File: config.mk
export PLATFORM = sky130hd
export DESIGN_NAME = hazard_controller
export DESIGN_NICKNAME = d
export VERILOG_FILES = /design/src/rtl/hazard_controller_pkg.sv /design/src/rtl/sb_counter.sv /design/src/rtl/hazard_controller.sv
export SDC_FILE = /design/constraint.sdc
export NUM_CORES = 1
export LEC_CHECK = 0
export CAP_MARGIN = 5
export CORE_MARGIN = 5
export CORE_UTILIZATION = 40
export DETAILED_ROUTE_END_ITERATION = 12
export SLEW_MARGIN = 20
export SYNTH_ARGS = -nofsm -noshare
export SYNTH_HDL_FRONTEND = slang
export SYNTH_SLANG_ARGS = --single-unit
export TNS_END_PERCENT = 50
File: constraint.sdc
create_clock -name clk -period 15.7 [get_ports clk]
set_input_delay 4.71 -clock clk [delete_from_list [all_inputs] [get_ports clk]]
set_output_delay 4.71 -clock clk [all_outputs]
set_load 0.05 [all_outputs]
File: src/rtl/hazard_controller_pkg.sv
// Shared defaults and types for the scoreboard hazard controller.
// Optional feature macro used by the top: HAZARD_CONTROLLER_STALL_COUNT_EN.
package hazard_controller_pkg;

    localparam int unsigned HC_REG_ADDRESS_SIZE = 5;
    localparam int unsigned HC_NUM_REGS         = 1 << HC_REG_ADDRESS_SIZE;
    localparam int unsigned HC_MAX_INFLIGHT     = 3;

    typedef enum logic [1:0] {
        RUN    = 2'd0,
        DRAIN  = 2'd1,
        HALTED = 2'd2
    } hc_state_t;

endpackage : hazard_controller_pkg

File: src/rtl/sb_counter.sv
// Per-register outstanding-write counter for the scoreboard.
// Ports:
//   clk, rst_n     - clock, async active-low reset
//   inc, dec       - issue of a write / writeback to this register
//   count          - registered outstanding-write count
//   count_next_c   - combinational value count takes at the next edge
//   underflow_c    - combinational: decrement requested while count is 0
module sb_counter #(
    parameter int unsigned WIDTH = 2,
    parameter int unsigned MAX   = 3
) (
    input  logic             clk,
    input  logic             rst_n,
    input  logic             inc,
    input  logic             dec,
    output logic [WIDTH-1:0] count,
    output logic [WIDTH-1:0] count_next_c,
    output logic             underflow_c
);

    // Next-count selection; simultaneous inc and dec cancel out.
    always_comb begin
        count_next_c = count;
        underflow_c  = 1'b0;
        if (inc && !dec) begin
            if (count != WIDTH'(MAX)) begin
                count_next_c = count + WIDTH'(1);
            end
        end else if (dec && !inc) begin
            if (count == '0) begin
                underflow_c = 1'b1;
            end else begin
                count_next_c = count - WIDTH'(1);
            end
        end
    end

    always_ff @(posedge clk or negedge rst_n) begin
        if (!rst_n) begin
            count <= '0;
        end else begin
            count <= count_next_c;
        end
    end

endmodule : sb_counter

File: src/rtl/hazard_controller.sv
// Scoreboard-based hazard / issue controller for the in-order pipeline.
// Tracks outstanding writes per register between issue and writeback, stalls
// decode on RAW hazards or a full per-register counter, and offers a drain
// handshake to quiesce the pipeline.
// Ports:
//   clk, reset            - clock, async active-low reset
//   d_valid/d_r1/d_r2/d_use_r2/d_rd/d_we - decode-stage instruction
//   wb_valid/wb_rd        - writeback commit
//   drain_req             - level request to quiesce
//   stall/bubble/issue    - combinational decode control
//   drained               - pipeline empty and issue halted
//   busy                  - per-register outstanding-write flags (bit 0 always 0)
//   sb_error              - sticky writeback-to-idle-register flag
//   stall_cycles          - stall-cycle counter
// Optional: define HAZARD_CONTROLLER_STALL_COUNT_EN to build the stall counter;
// otherwise stall_cycles is tied to 0.
module hazard_controller
    import hazard_controller_pkg::*;
#(
    parameter int unsigned REG_ADDRESS_SIZE = HC_REG_ADDRESS_SIZE,
    parameter int unsigned NUM_REGS         = HC_NUM_REGS,
    parameter int unsigned MAX_INFLIGHT     = HC_MAX_INFLIGHT
) (
    input  logic                        clk,
    input  logic                        reset,
    input  logic                        d_valid,
    input  logic [REG_ADDRESS_SIZE-1:0] d_r1,
    input  logic [REG_ADDRESS_SIZE-1:0] d_r2,
    input  logic                        d_use_r2,
    input  logic [REG_ADDRESS_SIZE-1:0] d_rd,
    input  logic                        d_we,
    input  logic                        wb_valid,
    input  logic [REG_ADDRESS_SIZE-1:0] wb_rd,
    input  logic                        drain_req,
    output logic                        stall,
    output logic                        bubble,
    output logic                        issue,
    output logic                        drained,
    output logic [NUM_REGS-1:0]         busy,
    output logic                        sb_error,
    output logic [31:0]                 stall_cycles
);

    localparam int unsigned CNT_W = $clog2(MAX_INFLIGHT + 1);

    hc_state_t state;
    hc_state_t state_next;

    logic [NUM_REGS-1:0][CNT_W-1:0] count;
    logic [NUM_REGS-1:0][CNT_W-1:0] count_next;
    logic [NUM_REGS-1:0]            underflow;

    logic raw;
    logic waw_full;
    logic block;

    // Register 0 is hard-wired: never tracked, never busy.
    assign count[0]      = '0;
    assign count_next[0] = '0;
    assign underflow[0]  = 1'b0;
    assign busy[0]       = 1'b0;

    for (genvar i = 1; i < NUM_REGS; i++) begin : g_cnt
        logic inc;
        logic dec;

        assign inc = issue & d_we & (d_rd == REG_ADDRESS_SIZE'(i));
        assign dec = wb_valid & (wb_rd == REG_ADDRESS_SIZE'(i));

        sb_counter #(
            .WIDTH (CNT_W),
            .MAX   (MAX_INFLIGHT)
        ) u_cnt (
            .clk          (clk),
            .rst_n        (reset),
            .inc          (inc),
            .dec          (dec),
            .count        (count[i]),
            .count_next_c (count_next[i]),
            .underflow_c  (underflow[i])
        );

        assign busy[i] = |count[i];
    end

    // Hazards use registered counters only, so a same-cycle writeback does not
    // release a stalled consumer until the following cycle.
    assign raw      = d_valid & (busy[d_r1] | (d_use_r2 & busy[d_r2]));
    assign waw_full = d_valid & d_we & (d_rd != '0) & (count[d_rd] == CNT_W'(MAX_INFLIGHT));
    assign block    = raw | waw_full | (state != RUN);

    // Decode controls are gated by reset so they read 0 while it is asserted.
    assign stall   = reset & d_valid & block;
    assign bubble  = stall;
    assign issue   = reset & d_valid & ~block;
    assign drained = (state == HALTED);

    // Sticky scoreboard underflow flag.
    always_ff @(posedge clk or negedge reset) begin
        if (!reset) begin
            sb_error <= 1'b0;
        end else if (|underflow) begin
            sb_error <= 1'b1;
        end
    end

    // Drain FSM state register.
    always_ff @(posedge clk or negedge reset) begin
        if (!reset) begin
            state <= RUN;
        end else begin
            state <= state_next;
        end
    end

    // Drain FSM next state; HALTED is judged on post-update counters.
    always_comb begin
        state_next = state;
        unique case (state)
            RUN: begin
                if (drain_req) begin
                    state_next = DRAIN;
                end
            end
            DRAIN: begin
                if (!drain_req) begin
                    state_next = RUN;
                end else if (count_next == '0) begin
                    state_next = HALTED;
                end
            end
            HALTED: begin
                if (!drain_req) begin
                    state_next = RUN;
                end
            end
            default: state_next = RUN;
        endcase
    end

`ifdef HAZARD_CONTROLLER_STALL_COUNT_EN
    // Saturating count of cycles with stall asserted.
    always_ff @(posedge clk or negedge reset) begin
        if (!reset) begin
            stall_cycles <= '0;
        end else if (stall && (stall_cycles != 32'hFFFF_FFFF)) begin
            stall_cycles <= stall_cycles + 32'd1;
        end
    end
`else
    assign stall_cycles = '0;
`endif

endmodule : hazard_controller

## After elaboration in Yosys (flattened, before gate mapping)

Cells that the tools add are included.

- Flip-flop bits (word level): 65
- Input bits: 27
- Logic and storage cells: 692

- Add/sub/neg operators: 62
- Magnitude comparators: 3
- Eq/ne operators: 99
- Multiplexer cells: 228
- Bitwise gates (word level): 75
- Reductions and logical operators: 192

Operators with widths:

| operator | count |
|---|---|
| 2-bit two-way mux | 129 |
| 5-bit equality test, second input constant | 32 |
| 1-bit two-way mux | 95 |
| 5-bit by 4-bit equality test with 1-bit output, second input constant | 16 |
| 1-bit bitwise AND | 71 |
| 2-bit != test, second input constant | 33 |
| 2-bit logical NOT | 32 |
| 64-bit logical NOT | 1 |
| 2-bit by 1-bit adder with 2-bit output, second input constant | 31 |
| 1-bit logical AND | 62 |
| 1-bit logical NOT | 62 |
| 2-bit OR reduction | 31 |
| 2-bit by 1-bit subtractor with 2-bit output, second input constant | 31 |
| 5-bit by 3-bit equality test with 1-bit output, second input constant | 8 |
| 31-bit OR reduction | 1 |
| 5-bit by 2-bit equality test with 1-bit output, second input constant | 4 |
| 5-bit by 6-bit < comparator with 1-bit output, second input constant | 3 |
| 1-bit binary-select mux with 5-bit select | 2 |
| 2-bit binary-select mux with 5-bit select | 1 |
| 5-bit by 1-bit equality test with 1-bit output, second input constant | 2 |
| 2-bit case mux with 3 select lines | 1 |
| 5-bit nonzero test | 1 |
| 2-bit equality test, second input constant | 2 |
| 3-bit != test, second input constant | 1 |
| other kinds (5) | 7 |

## Logic depth before layout (Yosys ltp)

Gate-level depths: netlist (run 1).

- Depth in word-level cells: 20
- Depth in mapped cells: 17
- Gate-level depth less buffers: 13

## Modules after synthesis

A second synthesis (run 1) with hierarchy kept.

- Cells, all modules: 711
- Area, all modules: 5755.5 um2

By module, submodules not included:

| module | times used | cells an instance | area each (um2) | sequential area each (um2) |
|---|---|---|---|---|
| sb_counter | 31 | 11 | 106.4 | 50.0 |
| hazard_controller | 1 | 370 | 2458.6 | 75.1 |

## Least setup slack after synthesis (run 1)

OpenSTA, ideal clock, no wires.

- Kind: input-to-output
- Start: input port d_r2[0]
- End: output port stall
- Arrival time: 8.008 ns
- Data required time: 10.990 ns
- Setup slack: 2.982 ns
- Cell stages on the path: 11
- Path buffers: 4
- Path through: clkbuf_1 mux4_2 nand3_1 nand3_1 o41ai_1 buf_2 buf_2 or2_2 a211oi_1 nor2_1 buf_4

- Cells in the longest elaborated chain, start to end: 8

RTL lines:

| what | RTL line | source |
|---|---|---|
| start: declaration | hazard_controller.sv:28 | `input logic [REG_ADDRESS_SIZE-1:0] d_r2,` |
| 1-bit binary-select mux with 5-bit select | hazard_controller.sv:88 | `assign raw = d_valid & (busy[d_r1] \| (d_use_r2 & busy[d_r2]));` |
| 1-bit two-way mux (implied by the code) | hazard_controller.sv:88 |  |
| 1-bit bitwise AND | hazard_controller.sv:88 |  |
| 1-bit OR | hazard_controller.sv:88 |  |
| 1-bit bitwise AND | hazard_controller.sv:88 |  |
| 1-bit OR (2 in series) | hazard_controller.sv:90 | `assign block = raw \| waw_full \| (state != RUN);` |
| 1-bit bitwise AND | hazard_controller.sv:93 | `assign stall = reset & d_valid & block;` |
| end: declaration | hazard_controller.sv:35 | `output logic stall,` |

Every way passes these cells. The select of a mux whose other input is x is not followed.

## Final worst setup path (run 1)

- Start: input port d_rd[1]
- End: output port issue

- Cells in the longest elaborated chain, start to end: 8
- Elaborated cells between the ends (all ways): 10

RTL lines:

| what | RTL line | source |
|---|---|---|
| start: declaration | hazard_controller.sv:30 | `input logic [REG_ADDRESS_SIZE-1:0] d_rd,` |
| 2-bit binary-select mux with 5-bit select | hazard_controller.sv:89 | `assign waw_full = d_valid & d_we & (d_rd != '0) & (count[d_rd] == CNT_W'(MAX_INFLIGHT));` |
| 2-bit two-way mux (implied by the code) | hazard_controller.sv:89 |  |
| 2-bit equality test | hazard_controller.sv:89 |  |
| 1-bit bitwise AND (*) | hazard_controller.sv:89 |  |
| 1-bit OR (*) (2 in series) | hazard_controller.sv:90 |  |
| 1-bit inverter (*) | hazard_controller.sv:95 | `assign issue = reset & d_valid & ~block;` |
| 1-bit bitwise AND (*) | hazard_controller.sv:95 |  |
| end: declaration | hazard_controller.sv:37 | `output logic issue,` |

Mark *: on every way between the ends. The rest lies on a longest branch, timed or not. The select of a mux whose other input is x is not followed.

==> results of run 1 <==
==> worst max-delay path by stage <==
stage	startpoint	endpoint	slack, ns	depth (start not counted)
after floorplan	d_r2[0]	stall	2.98	11
after global placement	d_rd[1]	issue	2.20	10
after detailed placement	d_rd[1]	issue	2.17	10
after CTS	d_rd[1]	issue	2.17	10
after global routing	d_rd[1]	issue	1.84	10
final	d_rd[1]	issue	2.10	10
==> cells by family after synthesis <==
logic type | synth area share (%)
compound gates | 20.0
xor+xnor | 0.688
fa+ha+maj | 0.314
buf+inv | 9.96
flops | 25.6
mux | 11.0
other cells | 0.0589
simple gates | 32.4
==> power by group through the flow <==
stage | sequential (uW) | combinational (uW) | clock (uW)
floorplan | 196 | 140 | 0
global placement | 209 | 191 | 0
detailed placement | 209 | 191 | 0
CTS | 206 | 191 | 212
global route | 209 | 205 | 219
finish | 207 | 195 | 211
==> metal layers <==
layer | wire, um | vias to the layer above | share of wire, %
met5 | 0 | - | 0
met4 | 1370 | 0 | 5.2
met3 | 3020 | 87 | 11
met2 | 11300 | 501 | 43
met1 | 10800 | 3324 | 41
li1 | - | 3117 | -
==> cells in the mapped netlist, types with 16 or more instances <==
library cell	number
sky130_fd_sc_hd__mux2i_1	18
sky130_fd_sc_hd__clkbuf_1	25
sky130_fd_sc_hd__mux4_2	17
sky130_fd_sc_hd__a21oi_1	31
sky130_fd_sc_hd__dfrtp_1	65
sky130_fd_sc_hd__buf_4	34
sky130_fd_sc_hd__nand2b_1	16
sky130_fd_sc_hd__nor2_1	97
sky130_fd_sc_hd__o21ai_0	44
sky130_fd_sc_hd__nand2_1	81
sky130_fd_sc_hd__nor4_1	29
sky130_fd_sc_hd__inv_1	54
sky130_fd_sc_hd__nor3_1	48
sky130_fd_sc_hd__nand3_1	38
sky130_fd_sc_hd__a211oi_1	20
==> layout make-up <==
| cell class | instances | area, um^2 | share of cell area [%] |
|---|---|---|---|
| flip-flops and latches | 65 | 1630 | 22.2 |
| repair buffers | 69 | 671 | 9.17 |
| well taps | 216 | 270 | 3.69 |
| inverters | 55 | 206 | 2.82 |
| clock buffers | 12 | 256 | 3.51 |
| clock inverters | 3 | 40.0 | 0.547 |
| multi-input cells | 679 | 4240 | 58.0 |
==> per-stage QoR <==
step                      power, uW  util [%]  area, um^2  instances  setup WS, ns
after global placement          400      44.5        7010       1084          2.20
after global routing            633      46.4        7310       1099          1.84
after floorplan                 337         -        6490        872          2.98
final                           613      46.4        7310       1099          2.10
after CTS                       609      46.3        7310       1099          2.17
after detailed placement        400      44.5        7010       1084          2.17
==> sequential cells by signal (all words and copies together) (netlist names) <==
name and flops:
sb_error 1, state 2, g_cnt.u_cnt.count 62
==> load_flow_metrics.sql, run 1 <==
INSERT INTO impl_metrics (metric_group, metric, value, unit) VALUES
('finish', 'layout.cells.most_common_list', 'sky130_fd_sc_hd__nor2_1 (97), sky130_fd_sc_hd__nand2_1 (81), sky130_fd_sc_hd__dfrtp_1 (65)', ''),
('worst_setup_path', 'timing.reg2reg.worst_path_depth', '13', ''),
('floorplan', 'fp.coreArea', '15800', 'um^2'),
('yosys', 'synth.top_cells.by_area', 'sky130_fd_sc_hd__dfrtp_1 (26%), sky130_fd_sc_hd__mux4_2 (6.0%), sky130_fd_sc_hd__nor2_1 (5.7%)', ''),
('worst_setup_path', 'setup.worst_path.end_class', 'output port', ''),
('worst_setup_path', 'path_common_cell', 'sky130_fd_sc_hd__clkdlybuf4s50_1', ''),
('timing', 'fin_hold_ws', '0.579', 'ns'),
('finish', 'drive_above_1_share', '8.83', '%'),
('run_status', 'status', 'finished, final reports clean', ''),
('worst_setup_path', 'start_kind', 'primary input', ''),
('clock_tree', 'cts.hold.buffers_added', '0', ''),
('yosys', 'asyncSetResetFlopFracSynth', '100', '%'),
('clock_tree', 'ctsResizeCount', '0', ''),
('worst_setup_path', 'worstPathRequired', '10.99', 'ns'),
('power_and_ir_drop', 'share_seq_of_total_power', '33.8', '%'),
('finish', 'synthToLayoutAreaGrowth', '14.9', '%'),
('power_and_ir_drop', 'switching_power', '238', 'uW'),
('detailed_routing', 'vias', '7029', ''),
('power_and_ir_drop', 'pwr-share-clk', '34.4', '%'),
('clock_tree', 'postCtsSetupRepairBufs', '0', ''),
('finish', 'finalNetCount', '906', ''),
('timing', 'slew_headroom', '30.8', '%'),
('global_routing', 'grt_start_max_net_pins', '45', ''),
('worst_setup_path', 'cpPeakStageDelay', '1.02', 'ns'),
('detailed_routing', 'drtIter0Drc', '1211', ''),
('power_and_ir_drop', 'swShare', '38.8', '%'),
('timing', 'report.final.slew_viol_count', '0', ''),
('clock_tree', 'clock_tree.root_cell', 'sky130_fd_sc_hd__clkbuf_16', ''),
('worst_setup_path', 'critical_path.max_fanout', '17', ''),
('clock_tree', 'tritoncts.num_buffers', '9', ''),
('placement', 'port_bufs', '62', ''),
('timing', 'timing.final.crit_share', '86.6', '%'),
('worst_setup_path', 'cell_with_the_largest_stage_delay_on_the_worst_path', 'sky130_fd_sc_hd__clkdlybuf4s50_1', ''),
('worst_setup_path', 'worst-endpoint-arrival', '8.89', 'ns'),
('yosys', 'dominantRegCellSynth', 'sky130_fd_sc_hd__dfrtp_1', ''),
('yosys', 'post_synthesis_cells', '840', ''),
('worst_setup_path', 'timing.critical_path.buf_inv', '3', ''),
('min_path', 'hold_path.startpoint', 'g_cnt[14].u_cnt.count[0]', ''),
('detailed_routing', 'drt_first_pass_iters', '6', ''),
('yosys', 'synth_largest_type_area_fraction', '25.6', '%'),
('worst_setup_path', 'worst_path_dominant_cell_family', 'buffers and inverters', ''),
('timing', 'finalHoldViolations', '0', ''),
('finish', 'num_antenna_cells', '0', ''),
('timing', 'worst_slew_pin_slew', '1.04', 'ns'),
('floorplan', 'area_of_the_die', '18500', 'um^2'),
('yosys', 'synthesis.area', '6370', 'um^2'),
('yosys', 'yosys_warnings', '0', ''),
('worst_setup_path', 'r2r-start', 'g_cnt[10].u_cnt.count[1]', ''),
('detailed_routing', 'antenna_violating_nets_post_route', '0', ''),
('clock_tree', 'cts.htree.levels', '3', ''),
('min_path', 'number_of_cells_on_the_worst_hold_path', '1', ''),
('global_routing', 'first_global_vias', '6348', ''),
('floorplan', 'placementRows', '46', ''),
('placement', 'finalWeightedCongestion', '1.02', ''),
('timing', 'finalClockSkew', '0.00772', 'ns'),
('power_and_ir_drop', 'max-vdd-ir-drop', '55.6', 'uV'),
('power_and_ir_drop', 'power_report.internal_total', '375', 'uW'),
('clock_tree', 'worstSkewPairLatency', '0.35', 'ns'),
('clock_tree', 'tritoncts', 'done', ''),
('power_and_ir_drop', 'powerDensity', '83.8', 'nW/um^2'),
('timing', 'fin_setup_tns', '0', 'ns'),
('yosys', 'yosysSeqAreaShare', '25.6', '%'),
('worst_setup_path', 'worstPathCellList', 'clkdlybuf4s50_1 > buf_4 > mux2_1 > o311ai_0 > nor3_1 > o21ai_1 > nand2b_1 > a211oi_1 > and3_1 > clkdlybuf4s50_1', ''),
('detailed_routing', 'route.detailed.vias_per_inst', '6.40', ''),
('global_routing', 'grt_use_met3', '7.11', '%'),
('floorplan', 'die-width', '136', 'um'),
('power_and_ir_drop', 'proportion_of_power_drawn_by_combinational_gates', '31.9', '%'),
('global_routing', 'grt_usage', '29.1', '%'),
('clock_tree', 'cts_buffer_depth', '2', ''),
('floorplan', 'initial_core_util', '40.4', '%'),
('worst_setup_path', 'critical_path.reg2reg.endpoint', 'state[1]', '');
No activity file was read; power rests on OpenSTA's default activity.
==> run 2: changes to the inputs <==
==> constraint.sdc (replaced) <==
create_clock -name clk -period 11.6 [get_ports clk]
set_input_delay 3.48 -clock clk [delete_from_list [all_inputs] [get_ports clk]]
set_output_delay 3.48 -clock clk [all_outputs]
set_load 0.05 [all_outputs]
==> run 2 against run 1 <==
Routed wire length fell by 0.11%. Die area did not move. Clock skew rose by 0.0051 ns. Via count fell by 0.23%. Non-clock buffer count rose by 2. Count of clock-buffer cells in the layout fell by 2. First-iteration DRC count fell by 3.8%. Clock power rose by 26%. Critical path type unchanged. Critical endpoint unchanged.
==> load_flow_metrics.sql, run 2 (synthesis results as in run 1) <==
INSERT INTO impl_metrics (metric_group, metric, value, unit) VALUES
('finish', 'drive_above_1_share', '9.14', '%'),
('timing', 'fin_setup_tns', '0', 'ns'),
('finish', 'finalNetCount', '908', ''),
('power_and_ir_drop', 'powerDensity', '111', 'nW/um^2'),
('finish', 'registers_with_the_highest_flip_flop_counts', 'g_cnt.u_cnt.count (62), state (2), sb_error (1)', ''),
('finish', 'flip_flop_count_of_the_largest_register_after_layout', '62', ''),
('timing', 'unrepaired_setup_endpoints_after_global_routing', 'false', ''),
('clock_tree', 'cts.clk_slew.worst_paths', '0.06', 'ns'),
('global_routing', 'first_global_vias', '6221', ''),
('power_and_ir_drop', 'swShare', '40.7', '%'),
('worst_setup_path', 'start_kind', 'primary input', ''),
('floorplan', 'die-width', '136', 'um'),
('worst_setup_path', 'setup.worst_path.end_class', 'output port', ''),
('clock_tree', 'tritoncts.num_buffers', '9', ''),
('timing', 'report.final.slew_viol_count', '0', ''),
('global_routing', 'grt_first_pass_wirelength', '38.6', 'mm'),
('clock_tree', 'cts.htree.levels', '3', ''),
('placement', 'pre_cts_slack', '1.01', 'ns'),
('finish', 'layout.cells.most_common_list', 'sky130_fd_sc_hd__nor2_1 (97), sky130_fd_sc_hd__nand2_1 (81), sky130_fd_sc_hd__dfrtp_1 (65)', ''),
('detailed_routing', 'routed_wire_length_per_instance', '24.0', 'um'),
('clock_tree', 'clock_tree.root_cell', 'sky130_fd_sc_hd__clkbuf_16', ''),
('detailed_routing', 'drtIter0Drc', '1165', ''),
('floorplan', 'ioPinCount', '96', ''),
('job', 'maxCapViolCount', '0', ''),
('timing', 'timing.final.crit_share', '91.9', '%'),
('finish', 'top_register', 'g_cnt.u_cnt.count', ''),
('power_and_ir_drop', 'pwr-share-clk', '32.7', '%'),
('power_and_ir_drop', 'power_report.internal_total', '482', 'uW'),
('timing', 'slew_headroom', '33.3', '%'),
('floorplan', 'area_of_the_die', '18500', 'um^2'),
('power_and_ir_drop', 'share_seq_of_total_power', '34.3', '%'),
('detailed_routing', 'vias', '7013', ''),
('global_routing', 'number_of_antenna_violations_at_the_first_check_in_global_routing', '1', ''),
('timing', 'max_freq', '93.8', 'MHz'),
('detailed_routing', 'antenna_violating_nets_post_route', '0', ''),
('worst_setup_path', 'worstPathRequired', '8.12', 'ns'),
('timing', 'worst_slew_pin_slew', '0.992', 'ns'),
('timing', 'finalClockSkew', '0.0128', 'ns'),
('detailed_routing', 'highest_layer', 'met5', ''),
('worst_setup_path', 'worst-endpoint-arrival', '7.18', 'ns'),
('run_status', 'status', 'finished, final reports clean', ''),
('floorplan', 'fp.coreArea', '15800', 'um^2'),
('detailed_routing', 'dr_wl_met2', '11.1', 'mm'),
('finish', 'most_common_library_cell_in_the_layout_ignoring_fill_and_taps', 'sky130_fd_sc_hd__nor2_1', ''),
('global_routing', 'grt_usage', '28.3', '%'),
('power_and_ir_drop', 'proportion_of_power_drawn_by_combinational_gates', '33.0', '%'),
('clock_tree', 'cts.hold.buffers_added', '0', ''),
('floorplan', 'initial_core_util', '40.4', '%'),
('timing', 'timing.final.ws_setup', '0.936', 'ns'),
('timing', 'finalSetupViolations', '0', ''),
('detailed_routing', 'totalWireLength', '26.5', 'mm'),
('detailed_routing', 'drt-met1-wl', '10.5', 'mm'),
('power_and_ir_drop', 'power_leakage', '0.00299', 'uW'),
('placement', 'dp_hpwl', '20.8', 'mm'),
('placement', 'port_bufs', '62', ''),
('finish', 'filler_cell_count', '1633', ''),
('placement', 'finalWeightedCongestion', '1.05', ''),
('clock_tree', 'postCtsSetupRepairBufs', '0', ''),
('min_path', 'worst_hold_path_type', 'reg -> reg', ''),
('timing', 'final_period_minus_worst_setup_slack', '10.66', 'ns'),
('min_path', 'hold_path.startpoint', 'state[1]', ''),
('detailed_routing', 'route.detailed.vias_per_inst', '6.36', ''),
('worst_setup_path', 'critical_path.max_fanout', '12', ''),
('global_routing', 'grt_start_max_net_pins', '37', ''),
('global_routing', 'grt-ovfl-total', '0', ''),
('worst_setup_path', 'r2r-start', 'g_cnt[29].u_cnt.count[0]', ''),
('detailed_routing', 'drc', '0', ''),
('clock_tree', 'worstSkewPairLatency', '0.35', 'ns'),
('power_and_ir_drop', 'switching_power', '331', 'uW'),
('floorplan', 'placementRows', '46', ''),
('worst_setup_path', 'crit_start', 'd_r2[3]', ''),
('power_and_ir_drop', 'max-vdd-ir-drop', '77.0', 'uV'),
('clock_tree', 'cts_buffer_depth', '2', ''),
('worst_setup_path', 'timing.setup.critical_path_class', 'in -> out', ''),
('detailed_routing', 'drt_first_pass_iters', '8', ''),
('clock_tree', 'tritoncts', 'done', ''),
('clock_tree', 'ctsResizeCount', '0', ''),
('clock_tree', 'clkSinkCount', '65', ''),
('timing', 'finalHoldViolations', '0', ''),
('finish', 'synthToLayoutAreaGrowth', '14.8', '%'),
('floorplan', 'die_h', '136', 'um'),
('detailed_routing', 'met3RoutedLength', '3.28', 'mm');
## run 2: final timing paths
path / end / slack, ns / depth (start not counted)
min in group asynchronous: g_cnt[21].u_cnt.count[1] / 3.09 / 1
worst min-delay path: state[1] / 0.59 / 2
max in group asynchronous: g_cnt[19].u_cnt.count[1] / 7.62 / 2
worst max register to register: state[1] / 6.33 / 12
worst max-delay path: issue / 0.94 / 10
worst min register to register: state[1] / 0.59 / 2
## run 2: critical path, stage by stage
cell and delay (ns):
sky130_fd_sc_hd__clkdlybuf4s50_1 0.62, sky130_fd_sc_hd__inv_1 0.18, sky130_fd_sc_hd__mux2_2 0.35, sky130_fd_sc_hd__mux4_2 0.44, sky130_fd_sc_hd__a32oi_1 0.23, sky130_fd_sc_hd__o41ai_2 0.11
sky130_fd_sc_hd__or2_2 0.35, sky130_fd_sc_hd__a211oi_1 0.40, sky130_fd_sc_hd__and3_1 0.21, sky130_fd_sc_hd__clkdlybuf4s50_1 0.80
## run 2: metal layers
metal	track usage, %	up-vias
li1	-	3126
met1	38.7	3270
met2	40.0	509
met3	7.74	106
met4	16.0	2
met5	0	-
## run 2: final cells by class
cell class,instances,area [um^2],share of cell area (%)
Multi-Input combinational cell,679,4240,58.0
Tap cell,216,270,3.70
Timing Repair Buffer,71,686,9.38
Antenna cell,1,2.50,0.0342
Clock buffer,10,239,3.27
Sequential cell,65,1630,22.2
Clock inverter,6,42.5,0.582
Inverter,55,206,2.82
## run 2: through the flow
stage	cell area, um^2	total power [uW]	hold WS, ns	instances	utilization [%]
floorplan	6490	455	0.501	872	-
global placement	7030	544	0.557	1086	44.6
detailed placement	7030	543	0.573	1086	44.6
CTS	7310	807	0.583	1102	46.3
global route	7310	841	0.617	1102	46.3
finish	7310	814	0.587	1103	46.4
## run 2: power by group through the flow
| stage | Clock [uW] | Sequential (uW) | Combinational, uW |
|---|---|---|---|
| after floorplan | 0 | 266 | 190 |
| after global placement | 0 | 283 | 261 |
| after detailed placement | 0 | 282 | 261 |
| after CTS | 267 | 278 | 262 |
| after global routing | 278 | 282 | 281 |
| final | 266 | 279 | 268 |
==> run 3: changes to the inputs <==
--- a/config.mk
+++ b/config.mk
@@ -5,9 +5,10 @@
 export SDC_FILE = /design/constraint.sdc
 export NUM_CORES = 1
 export LEC_CHECK = 0
-export CAP_MARGIN = 5
+export CAP_MARGIN = 25
 export CORE_MARGIN = 5
 export CORE_UTILIZATION = 40
+export CTS_CLUSTER_DIAMETER = 100
 export DETAILED_ROUTE_END_ITERATION = 12
 export SLEW_MARGIN = 20
 export SYNTH_ARGS = -nofsm -noshare
==> run 3 against run 2 <==
Total power about the same. Count of clock-buffer cells in the layout unchanged. Highest routed layer unchanged. Largest power group unchanged. Combinational power about the same. First-iteration DRC count down 4.1%. Utilization about the same. Clock power about the same. Die area unchanged. Register-to-register slack about the same. Maximum frequency up 0.31%.
==> load_flow_metrics.sql, run 3 (synthesis results as in run 1) <==
INSERT INTO impl_metrics (metric_group, metric, value, unit) VALUES
('floorplan', 'area_of_the_die', '18500', 'um^2'),
('finish', 'fin_area', '7310', 'um^2'),
('worst_setup_path', 'worstPathRequired', '8.12', 'ns'),
('timing', 'finalSetupViolations', '0', ''),
('timing', 'finalHoldViolations', '0', ''),
('placement', 'place_area', '7030', 'um^2'),
('clock_tree', 'tritoncts', 'done', ''),
('detailed_routing', 'totalWireLength', '26.4', 'mm'),
('timing', 'slew_headroom', '35.5', '%'),
('finish', 'num_antenna_cells', '0', ''),
('finish', 'top_register', 'g_cnt.u_cnt.count', ''),
('worst_setup_path', 'cpPeakStageDelay', '0.84', 'ns'),
('timing', 'worst_slew_pin_slew', '0.967', 'ns'),
('detailed_routing', 'met3RoutedLength', '3.14', 'mm'),
('placement', 'numPlacedInstances', '1086', ''),
('timing', 'max_freq', '94.1', 'MHz'),
('detailed_routing', 'routed_wire_length_per_instance', '23.9', 'um'),
('finish', 'most_common_library_cell_in_the_layout_ignoring_fill_and_taps', 'sky130_fd_sc_hd__nor2_1', ''),
('worst_setup_path', 'worst-endpoint-arrival', '7.15', 'ns'),
('clock_tree', 'cts.htree.levels', '3', ''),
('detailed_routing', 'drt-met1-wl', '10.4', 'mm'),
('timing', 'final_period_minus_worst_setup_slack', '10.63', 'ns'),
('finish', 'filler_cell_count', '1634', ''),
('finish', 'final-instance-count-excl-fill', '1103', ''),
('floorplan', 'fp.coreArea', '15800', 'um^2'),
('global_routing', 'grt_start_max_net_pins', '37', ''),
('placement', 'port_bufs', '62', ''),
('clock_tree', 'cts.hold.buffers_added', '0', ''),
('job', 'maxCapViolCount', '0', ''),
('clock_tree', 'tritoncts.num_buffers', '9', ''),
('run_status', 'status', 'finished, final reports clean', ''),
('power_and_ir_drop', 'max-vdd-ir-drop', '76.3', 'uV'),
('global_routing', 'grt_first_pass_wirelength', '38.6', 'mm'),
('worst_setup_path', 'worstPathCellList', 'clkdlybuf4s50_1 > o21ai_0 > a2111oi_0 > o41ai_2 > or2_2 > a211oi_1 > and3_1 > clkdlybuf4s50_1', ''),
('clock_tree', 'cts.clk_slew.worst_paths', '0.06', 'ns'),
('clock_tree', 'clkSinkCount', '65', ''),
('finish', 'flip_flop_count_of_the_largest_register_after_layout', '62', ''),
('min_path', 'worst_hold_path_type', 'reg -> reg', ''),
('finish', 'drive_above_1_share', '9.24', '%'),
('power_and_ir_drop', 'power_leakage', '0.00299', 'uW'),
('clock_tree', 'clock_tree.root_cell', 'sky130_fd_sc_hd__clkbuf_16', ''),
('global_routing', 'first_global_vias', '6221', ''),
('timing', 'fin_hold_ws', '0.587', 'ns'),
('floorplan', 'placementRows', '46', ''),
('finish', 'finalNetCount', '909', ''),
('detailed_routing', 'drt_first_pass_iters', '6', ''),
('finish', 'layout.cells.most_common_list', 'sky130_fd_sc_hd__nor2_1 (97), sky130_fd_sc_hd__nand2_1 (81), sky130_fd_sc_hd__dfrtp_1 (65)', ''),
('worst_setup_path', 'path_common_cell', 'sky130_fd_sc_hd__clkdlybuf4s50_1', ''),
('floorplan', 'die_h', '136', 'um'),
('worst_setup_path', 'start_kind', 'primary input', ''),
('clock_tree', 'worstSkewPairLatency', '0.35', 'ns'),
('timing', 'fin_setup_tns', '0', 'ns'),
('detailed_routing', 'route.detailed.vias_per_inst', '6.30', ''),
('detailed_routing', 'dr_wl_met2', '11.1', 'mm'),
('worst_setup_path', 'critical_path.max_fanout', '13', ''),
('detailed_routing', 'vias', '6949', ''),
('clock_tree', 'ctsResizeCount', '0', ''),
('detailed_routing', 'antenna_violating_nets_post_route', '0', ''),
('placement', 'finalWeightedCongestion', '1.05', ''),
('worst_setup_path', 'timing.setup.critical_path_class', 'in -> out', ''),
('timing', 'report.final.slew_viol_count', '0', ''),
('placement', 'dp_hpwl', '20.8', 'mm'),
('floorplan', 'ioPinCount', '96', ''),
('power_and_ir_drop', 'powerDensity', '111', 'nW/um^2'),
('worst_setup_path', 'regToRegSetupSlack', '6.33', 'ns'),
('finish', 'registers_with_the_highest_flip_flop_counts', 'g_cnt.u_cnt.count (62), state (2), sb_error (1)', ''),
('floorplan', 'die-width', '136', 'um'),
('detailed_routing', 'drc', '0', ''),
('timing', 'timing.final.crit_share', '91.7', '%'),
('clock_tree', 'postCtsSetupRepairBufs', '0', ''),
('worst_setup_path', 'cell_with_the_largest_stage_delay_on_the_worst_path', 'sky130_fd_sc_hd__clkdlybuf4s50_1', ''),
('timing', 'finalClockSkew', '0.0126', 'ns'),
('timing', 'unrepaired_setup_endpoints_after_global_routing', 'false', ''),
('finish', 'finalCoreUtilization', '46.4', '%'),
('global_routing', 'grt_usage', '28.3', '%'),
('global_routing', 'grt-ovfl-total', '0', ''),
('worst_setup_path', 'setup.worst_path.end_class', 'output port', ''),
('global_routing', 'number_of_antenna_violations_at_the_first_check_in_global_routing', '1', ''),
('floorplan', 'initial_core_util', '40.4', '%'),
('detailed_routing', 'highest_layer', 'met5', ''),
('detailed_routing', 'drtIter0Drc', '1117', ''),
('finish', 'synthToLayoutAreaGrowth', '14.9', '%'),
('clock_tree', 'cts_buffer_depth', '2', '');
==> run 3: changes by cell type in the layout (fill, tap and decap cells not counted) <==
cell,change
sky130_fd_sc_hd__clkbuf_2,+1
sky130_fd_sc_hd__diode_2,-1
==> run 3: power by group <==
part	leakage, uW	internal (uW)	switching, uW
Combinational	0.00201	87.1	181
Sequential	0.000852	244	35.2
Clock	0.000135	151	115
Total	0.00299	482	332
==> run 3: cell type report <==
class                   instances  area (um^2)  share of cell area, %
clock buffers                  10          239                   3.27
clock inverters                 6         42.5                  0.582
multi-input cells             679         4240                   57.9
flip-flops and latches         65         1630                   22.2
repair buffers                 72          691                   9.44
inverters                      55          206                   2.82
well taps                     216          270                   3.70
==> run 3: worst paths after layout <==
| kind | from | end | depth (start not counted) |
|---|---|---|---|
| max | d_r2[2] | issue | 8 |
| min | state[1] | state[1] | 2 |
| max reg2reg | g_cnt[29].u_cnt.count[0] | state[1] | 12 |
| min reg2reg | state[1] | state[1] | 2 |
| max in group asynchronous | reset | g_cnt[19].u_cnt.count[1] | 2 |
| min in group asynchronous | reset | g_cnt[21].u_cnt.count[1] | 1 |
==> run 3: per-layer routing <==
metal / up-vias / track usage [%]
met4: 2 / 16.0
li1: 3123 / -
met1: 3239 / 38.7
met3: 108 / 7.74
met5: - / 0
met2: 477 / 40.0
==> run 3: metrics by stage <==
step	power (uW)	setup WS, ns
after CTS	807	1.00
after global placement	544	0.989
after floorplan	455	1.34
after global routing	841	0.838
final	814	0.968
after detailed placement	543	1.01
==> run 3: worst max-delay path, delay by kind of cell <==
| family | cells | cell delay (ns) |
|---|---|---|
| AO/OA/AOI/OAI | 4 | 1.45 |
| buffers and inverters | 2 | 1.64 |
| AND/OR/NAND/NOR | 2 | 0.57 |
==> RTL edit (config.mk and constraints of run 1) <==
Add a define of `HAZARD_CONTROLLER_STALL_COUNT_EN`.
--- a/src/rtl/hazard_controller.sv
+++ b/src/rtl/hazard_controller.sv
@@ -15,4 +15,6 @@
 // Optional: define HAZARD_CONTROLLER_STALL_COUNT_EN to build the stall counter;
 // otherwise stall_cycles is tied to 0.
+`define HAZARD_CONTROLLER_STALL_COUNT_EN
+
 module hazard_controller
     import hazard_controller_pkg::*;
Behaviour: not the same (Yosys sat finds a counterexample within 4 cycles, from zero or initial values and one cycle with reset low).
==> RTL edit against run 1 <==
Routed wire length is 19% higher. Highest routed layer unchanged. Sequential share of layout area rose by 4.5 points. Final cell count up 14%. Synthesized area rose by 20%. Setup slack worse by 0.056 ns. Sequential cell count increased by 32. Sequential power up 39%. Final area grew 24%. First-iteration DRC count down 7.6%. Count of clock-buffer cells in the layout is 3 lower. Utilization grew 2.0 points. Largest power group is now sequential cells. Power rose by 20%. Global-route usage shrank 0.75 points.
==> RTL edit: results (changes against run 1) <==
stage,metric,value,unit,change
critical_path,CP Capture Point,stall,,
place,post-DP HPWL,24500,µm,+17%
timing,slew margin rel.,31.2,%,+0.38 points
timing,post-route clock period utilization,87.0,%,+0.35 points
yosys,post-synthesis mux area share,6.53,%,-4.4 points
yosys,Post-Synth Adder-Cell Area,0.163,%,-0.15 points
cts,clock slew at reported path FFs,0.08,ns,+0.03 ns
layout,clock network share of area,3.28,%,-0.78 points
place,placed instance area,8780,µm²,+25%
yosys,Post-Syn Area,7660,µm²,+20%
critical_path,worst r2r path cells,12,,-1
cts,clock sinks,97,,+49%
routing,vias per inst,6.53,,+2.1%
layout,multi-input gate share of total cell area,53.7,%,-4.3 points
routing,DR vias,8177,,+16%
global_route,vias in the first global route,7573,,+19%
power_and_ir_drop,Net Sw Frac,38.7,%,-0.15 points
yosys,Commonest cells post-synth,"nand2_1, dfrtp_1, nor2_1, inv_1, o21ai_0",,
critical_path,"critical path fanouts, max",15,,-2
layout,synth-to-layout area growth,18.6,%,
hold_path,Hold Path Origin,stall_cycles[28]$_DFFE_PN0P_,,
critical_path,crit path DAT,8.94,ns,+0.05 ns
routing,First DRT Iteration DRCs,1119,,-7.6%
critical_path,RR Startpoint,g_cnt[22].u_cnt.count[1]$_DFF_PN0_,,
yosys,Cells after Synth,942,,+12%
layout,# clk buffers,9,,-3
layout,Nets,1041,,+15%
layout,layout cells sized above 1,6.88,%,-2.0 points
yosys,XOR/XNOR Fraction of Synth Area,3.66,%,+3.0 points
global_route,initial antenna violation count,1,,+1
layout,Seq/total area,26.7,%,+4.5 points
power_and_ir_drop,Worst IR Drop VDD,0.0738,mV,+33%
critical_path,CP peak stage delay,0.85,ns,-0.17 ns
power_and_ir_drop,LEAKAGE,3.85,nW,+29%
routing,final WL,31500,µm,+19%
yosys,Synth Area in Compound Gates,20.3,%,+0.30 points
run_status,status,completed,,
routing,drt first pass iters,7,,+1
global_route,first-pass GRT wire length,47300,µm,+17%
place,GP Congestion,0.997,,-2.5%
layout,count of multi-input gates,755,,+11%
yosys,Synth warnings,0,,unchanged
yosys,ranking of synthesized cells by area,"dfrtp_1, nand2_1, nor2_1",,
layout,Signal buffers,104,,+51%
critical_path,r2r setup slk,10.62,ns,+0.05 ns
global_route,GRT Overall Usage,28.3,%,-0.75 points
global_route,pin count of the biggest net entering global routing,69,,+53%
cts,later-pin clock latency in the skew report,0.37,ns,+0.02 ns
layout,Largest regs,"g_cnt.u_cnt.count (62), stall_cycles (32), state (2)",,
timing,worst hold margin,0.493,ns,-0.0852 ns
critical_path,crit path from,d_r2[0],,
place,Placed Cells,1236,,+14%
place,dpl ws,2.15,ns,-0.0236 ns
## RTL edit: cell types whose count changed after synthesis, moves of 9 or more
cell / before / now
nor3_1: 48 / 35
nand4_1: 10 / 26
xnor2_1: 5 / 24
nor3b_1: 2 / 11
nor2_1: 97 / 84
nor2b_1: 9 / 20
or2_2: 13 / 3
dfrtp_1: 65 / 97
and2_1: 8 / 30
a31oi_1: 11 / 20
nand2_1: 81 / 110
buf_4: 34 / 2
mux2i_1: 18 / 8
o2111ai_1: 2 / 20
## RTL edit: power groups by stage
stage	Clock (W)	Combinational [W]	Sequential, W
after floorplan	0	0.000116	0.000308
after global placement	0	0.000213	0.000292
after detailed placement	0	0.000213	0.000292
after CTS	0.000234	0.000214	0.000287
after global routing	0.000245	0.000230	0.000291
final	0.000230	0.000217	0.000288
## RTL edit: layer usage
layer  vias to the layer above  wire length, µm  track usage [%]
met2                       541            13600             41.8
met4                         0             1310             11.1
met3                        78             3460             6.25
met5                         -                0                0
li1                       3674                -                -
met1                      3884            13100             40.5
